==> config.mk <==
export PLATFORM = sky130hd
export DESIGN_NAME = seg7_scan_controller
export DESIGN_NICKNAME = d
export VERILOG_FILES = /design/src/rtl/seg7_scan_controller.sv
export SDC_FILE = /design/constraint.sdc
export NUM_CORES = 1
export LEC_CHECK = 0
export CAP_MARGIN = 40
export CORE_ASPECT_RATIO = 1.75
export CORE_UTILIZATION = 45
export CTS_CLUSTER_SIZE = 16
export DETAILED_ROUTE_END_ITERATION = 10
export PLACE_DENSITY_LB_ADDON = 0.1
export SLEW_MARGIN = 10
export SYNTH_ARGS = -nofsm -noshare
export SYNTH_HDL_FRONTEND = slang
export SYNTH_SLANG_ARGS = --single-unit
==> constraint.sdc <==
create_clock -name CLK100MHZ -period 3.1 [get_ports CLK100MHZ]
set_input_delay 0.62 -clock CLK100MHZ [delete_from_list [all_inputs] [get_ports CLK100MHZ]]
set_output_delay 0.62 -clock CLK100MHZ [all_outputs]
set_load 0.01 [all_outputs]
==> src/rtl/seg7_scan_controller.sv <==
// Time-multiplexed 8-digit common-anode 7-segment scan controller with a
// double-buffered display word, per-digit enable/DP and leading-zero blanking.
module seg7_scan_controller #(
    parameter int CLK_HZ       = 100_000_000,
    parameter int DIGIT_HZ     = 1000,
    parameter int NUM_DIGITS   = 8,
    parameter int BLANK_CYCLES = 64
) (
    input  logic        CLK100MHZ,
    input  logic        CPU_RESETN,
    input  logic [31:0] value_in,
    input  logic [7:0]  dp_in,
    input  logic [7:0]  en_in,
    input  logic        load_valid,
    output logic        load_ready,
    input  logic        lz_suppress,
    output logic        frame_tick,
    output logic [7:0]  AN,
    output logic [6:0]  SEG,
    output logic        DP
);

    localparam int DWELL = CLK_HZ / DIGIT_HZ;
    localparam int CNT_W = (DWELL > 1) ? $clog2(DWELL) : 1;
    localparam logic [CNT_W-1:0] CNT_LAST  = CNT_W'(DWELL - 1);
    localparam logic [CNT_W-1:0] BLANK_END = CNT_W'(BLANK_CYCLES);
    localparam logic [2:0]       IDX_LAST  = 3'(NUM_DIGITS - 1);

    typedef enum logic {
        BLANK,
        SHOW
    } state_t;

    localparam state_t STATE_INIT = (BLANK_CYCLES > 0) ? BLANK : SHOW;

    state_t           state_reg, state_next;
    logic [CNT_W-1:0] cnt_reg, cnt_next;
    logic [2:0]       idx_reg, idx_next;
    logic             slot_end, frame_end;

    logic [31:0] value_act_reg, value_pend_reg;
    logic [7:0]  dp_act_reg, dp_pend_reg;
    logic [7:0]  en_act_reg, en_pend_reg;
    logic        pend_full_reg;

    logic [7:0] an_reg, an_next;
    logic [6:0] seg_reg, seg_next;
    logic       dp_reg, dp_next;
    logic       frame_tick_reg;

    logic [7:0] upper_zero;
    logic [3:0] nibble;
    logic       visible;

    // upper_zero[i]: nibbles i..7 of the active word are all zero
    for (genvar gi = 0; gi < 8; gi++) begin : g_upper_zero
        assign upper_zero[gi] = (value_act_reg[31:4*gi] == '0);
    end

    assign nibble = value_act_reg[{idx_reg, 2'b00} +: 4];

    function automatic logic [6:0] hex_to_seg(input logic [3:0] n);
        logic [6:0] s;
        case (n)
            4'h0: s = 7'b0000001;
            4'h1: s = 7'b1001111;
            4'h2: s = 7'b0010010;
            4'h3: s = 7'b0000110;
            4'h4: s = 7'b1001100;
            4'h5: s = 7'b0100100;
            4'h6: s = 7'b0100000;
            4'h7: s = 7'b0001111;
            4'h8: s = 7'b0000000;
            4'h9: s = 7'b0000100;
            4'hA: s = 7'b0001000;
            4'hB: s = 7'b1100000;
            4'hC: s = 7'b0110001;
            4'hD: s = 7'b1000010;
            4'hE: s = 7'b0110000;
            default: s = 7'b0111000;
        endcase
        return s;
    endfunction

    always_comb begin
        slot_end  = (cnt_reg == CNT_LAST);
        frame_end = slot_end && (idx_reg == IDX_LAST);
        cnt_next  = slot_end ? '0 : cnt_reg + CNT_W'(1);
        idx_next  = idx_reg;
        if (frame_end) begin
            idx_next = '0;
        end else if (slot_end) begin
            idx_next = idx_reg + 3'd1;
        end
        // state tracks which part of the slot the counter is about to enter
        state_next = (cnt_next < BLANK_END) ? BLANK : SHOW;
    end

    always_comb begin
        an_next  = '1;
        seg_next = '1;
        dp_next  = 1'b1;
        visible  = en_act_reg[idx_reg]
                   && !(lz_suppress && (idx_reg != 3'd0) && upper_zero[idx_reg]);
        if (state_reg == SHOW) begin
            seg_next = hex_to_seg(nibble);
            dp_next  = ~dp_act_reg[idx_reg];
            if (visible) begin
                an_next[idx_reg] = 1'b0;
            end
        end
    end

    always_ff @(posedge CLK100MHZ or negedge CPU_RESETN) begin
        if (!CPU_RESETN) begin
            state_reg      <= STATE_INIT;
            cnt_reg        <= '0;
            idx_reg        <= '0;
            an_reg         <= '1;
            seg_reg        <= '1;
            dp_reg         <= 1'b1;
            frame_tick_reg <= 1'b0;
        end else begin
            state_reg      <= state_next;
            cnt_reg        <= cnt_next;
            idx_reg        <= idx_next;
            an_reg         <= an_next;
            seg_reg        <= seg_next;
            dp_reg         <= dp_next;
            frame_tick_reg <= frame_end;
        end
    end

    // Capture only while empty, commit only while full: the two never collide.
    always_ff @(posedge CLK100MHZ or negedge CPU_RESETN) begin
        if (!CPU_RESETN) begin
            value_act_reg  <= '0;
            dp_act_reg     <= '0;
            en_act_reg     <= '1;
            value_pend_reg <= '0;
            dp_pend_reg    <= '0;
            en_pend_reg    <= '0;
            pend_full_reg  <= 1'b0;
        end else if (load_valid && !pend_full_reg) begin
            value_pend_reg <= value_in;
            dp_pend_reg    <= dp_in;
            en_pend_reg    <= en_in;
            pend_full_reg  <= 1'b1;
        end else if (frame_end && pend_full_reg) begin
            value_act_reg  <= value_pend_reg;
            dp_act_reg     <= dp_pend_reg;
            en_act_reg     <= en_pend_reg;
            pend_full_reg  <= 1'b0;
        end
    end

    assign load_ready = ~pend_full_reg;
    assign frame_tick = frame_tick_reg;
    assign AN         = an_reg;
    assign SEG        = seg_reg;
    assign DP         = dp_reg;

endmodule

==> impl_metrics.json, run 1 <==
{
  "run_status": "finished clean",
  "finalClockSkew_ns": 0.00883,
  "start_kind": "flop",
  "fin_crit_sh_pct": 90.8,
  "leakage_nw": 3.31,
  "power_switching_w": 0.000854,
  "io_pins": 70,
  "h-tree-depth": 4,
  "max-vdd-ir-drop_mv": 0.373,
  "grt_pass1_vias": 4257,
  "placed_cells": 710,
  "die-height_um": 157,
  "netlist_area_mm2": 0.00619,
  "yosysSeqAreaShare_pct": 55.1,
  "cts_buffers": 17,
  "required_ns": 3.42,
  "rsz0062_at_grt": "no",
  "finalNonFillerCells": 742,
  "p_clk_share_pct": 49.7,
  "drv_slew": 0,
  "r2r.worst_path.cells": 9,
  "endpoint": "SEG[3]",
  "nets": 617,
  "core_mm2": 0.0134,
  "die_w_um": 90.7,
  "hold_class": "in -> async",
  "r2r_start": "idx_reg[2]",
  "drtPass1Iterations": 5,
  "holdWs_ns": 0.222,
  "dp_hpwl_mm": 9.58,
  "cts.reportedPaths.clkPinSlew_ns": 0.06,
  "fill_cells": 1118,
  "antenna_left": 0,
  "hold_viol": 0,
  "tns_ns": 0,
  "areaGrowthSynthToFinish_pct": 23.6,
  "synth_adder_area_share_pct": 2.02,
  "tightest_slew_ns": 0.671,
  "p_total_w": 0.00407,
  "ys_warn_count": 0,
  "drtIter0Drc": 218,
  "fmax_mhz": 355,
  "cts_tree": "done",
  "power_frac_comb_pct": 4.2,
  "drive_gt1_share_pct": 30.8,
  "io_buffers": 69,
  "clockRootBuffer": "clkbuf_16",
  "clk_latency_ns": 0.41,
  "synthXorXnorAreaFrac_pct": 1.98,
  "power.density_mw_per_mm2": 532,
  "syn_inst": 484,
  "r2r-end": "SEG[3]",
  "vias": 4048,
  "antennaDiodeCount": 0,
  "grt_max_degree": 66,
  "wl_per_cell_um": 17.9,
  "gp_congestion": 0.917,
  "grt_pass1_wl_mm": 21.9,
  "cp-end-kind": "flop",
  "crit_chain": "buf_4 -> nor2_1 -> a22o_1 -> a22oi_1 -> inv_1 -> ha_1 -> a21boi_0 -> a2111oi_0 -> nor2_1",
  "rows": 56,
  "post-synth-top-count-cell": "dfrtp_1",
  "synth.area.mux_share_pct": 21.9,
  "fin_crit_ns": 2.81,
  "syn-num-nets": 546,
  "synth_compound_area_share_pct": 5.72,
  "rrSetupSlack_ns": 0.29,
  "postRouteWirelength_mm": 13.3,
  "fin_util_pct": 57.2,
  "yosys.area_share.simple_pct": 10.0,
  "slowest_stage": "dfrtp_1",
  "grt_util_all_layers_pct": 20.3,
  "p_int_w": 0.00322,
  "antenna_found_initial": 0,
  "cap_viol_max_count": 0,
  "worstPathArrival_ns": 3.14,
  "ys_ff_latch": 135,
  "worstPathMaxFanout": 11,
  "cpMostUsedCell": "nor2_1",
  "vias_per_cell": 5.46,
  "synth_top_family_by_area": "multiplexers",
  "start_util_pct": 46.3,
  "cts.sink_count": 135,
  "synth_top_area_share_pct": 44.9,
  "worstSetupStartpoint": "idx_reg[2]",
  "synth_common_cells": "dfrtp_1, mux2_2, nor2_1",
  "synth-edff-count": 0,
  "synth-async-reset-ratio_pct": 100,
  "setup_violations": 0,
  "power_frac_seq_pct": 46.1,
  "yosys-top-cells-area": "dfrtp_1, mux2_2, dfstp_2",
  "synth.avg_cell_area_um2": 12.8,
  "synth_cell_type_count": 52,
  "synth_top_area_cell": "dfrtp_1",
  "synthFlopType": "dfrtp_1",
  "clk_path_buf_depth": 2,
  "swShare_pct": 20.9,
  "dieArea_mm2": 0.0142,
  "drc": 0,
  "slew_headroom_pct": 55.2,
  "critPathKind": "reg -> reg",
  "overflow": 0,
  "slowest_delay_ns": 0.61
}
[worst min path at each step]
| stage | startpoint | to | slack, ns |
|---|---|---|---|
| floorplan | CPU_RESETN | cnt_reg[0] | 0.32 |
| global placement | cnt_reg[0] | cnt_reg[0] | 0.49 |
| detailed placement | value_pend_reg[21] | value_act_reg[21] | 0.49 |
| CTS | CPU_RESETN | cnt_reg[6] | 0.23 |
| global route | CPU_RESETN | value_pend_reg[23] | 0.25 |
| finish | CPU_RESETN | value_pend_reg[23] | 0.22 |
[area by class of cell]
cell class                 count  area (um2)  share of cell area, %
sequential                   135        3410                   44.5
multi-input combinational    313        2590                   33.8
timing repair buffer          79         801                   10.5
clock buffer                  18         429                   5.61
tap                          174         218                   2.84
clock inverter                14         174                   2.27
inverter                       9        33.8                  0.441
[metrics by stage]
| step | setup WS (ns) | cell area (um2) |
|---|---|---|
| floorplan | 0.589 | 6190 |
| global placement | 0.513 | 7050 |
| detailed placement | 0.218 | 7050 |
| CTS | 0.194 | 7650 |
| global route | 0.0728 | 7650 |
| finish | 0.286 | 7650 |
[critical path: cells and delay by family (launching register included)]
kind / cells / cell delay, ns
simple gates: 2 / 0.16
buf+inv: 2 / 0.46
fa+ha+maj: 1 / 0.28
compound gates: 4 / 1.23
flops: 1 / 0.61
[timing repair]
action,4_1_cts,5_1_grt
buffers inserted,0,0
gates resized for setup,0,1
endpoints found under the setup margin,0,1
hold buffers,0,0
[kinds of logic (layout without fill, tap and decap cells)]
| logic type | Yosys count | in the layout |
|---|---|---|
| compound gates | 55 | 55 |
| buf+inv | 36 | 120 |
| mux | 116 | 116 |
| simple gates | 118 | 118 |
| xor+xnor | 14 | 14 |
| fa+ha+maj | 10 | 10 |
| flops | 135 | 135 |
[metal layers]
metal	routed length (um)	vias to the layer above	track usage, %
met1	5220	2011	22.3
met5	0	-	0
met4	512	0	11.6
met2	7170	108	36.3
li1	-	1897	-
met3	384	32	4.01
[cells in the final DEF, fill, tap and decap left out, types with 7 or more instances in the layout]
master	instances
inv_1	8
mux2i_1	13
nand3_1	15
dfrtp_1	110
nor3_1	7
clkdlybuf4s50_1	68
ha_1	10
buf_4	8
nor2_1	29
o21ai_0	17
xor2_1	7
mux2_4	9
a21oi_1	13
nor4_1	10
nand4_1	8
xnor2_1	7
dfstp_2	24
clkbuf_16	17
nand2_1	22
mux2_2	91
[power by group through the flow]
stage | clock [W] | sequential [W] | combinational [W]
after floorplan | 0 | 0.00189 | 0.0000650
after global placement | 0 | 0.00191 | 0.000170
after detailed placement | 0 | 0.00191 | 0.000175
after CTS | 0.00208 | 0.00188 | 0.000175
after global routing | 0.00217 | 0.00189 | 0.000189
final | 0.00202 | 0.00188 | 0.000170
(Power assumes the default switching activity.)
==> run 2: changes to the inputs <==
--- a/config.mk
+++ b/config.mk
@@ -8,7 +8,7 @@
 export CAP_MARGIN = 40
 export CORE_ASPECT_RATIO = 1.75
 export CORE_UTILIZATION = 45
-export CTS_CLUSTER_SIZE = 16
+export CTS_CLUSTER_SIZE = 10
 export DETAILED_ROUTE_END_ITERATION = 10
 export PLACE_DENSITY_LB_ADDON = 0.1
 export SLEW_MARGIN = 10
==> results of run 2 <==
No change in the layout: final DEF, timing and power equal those of run 1.
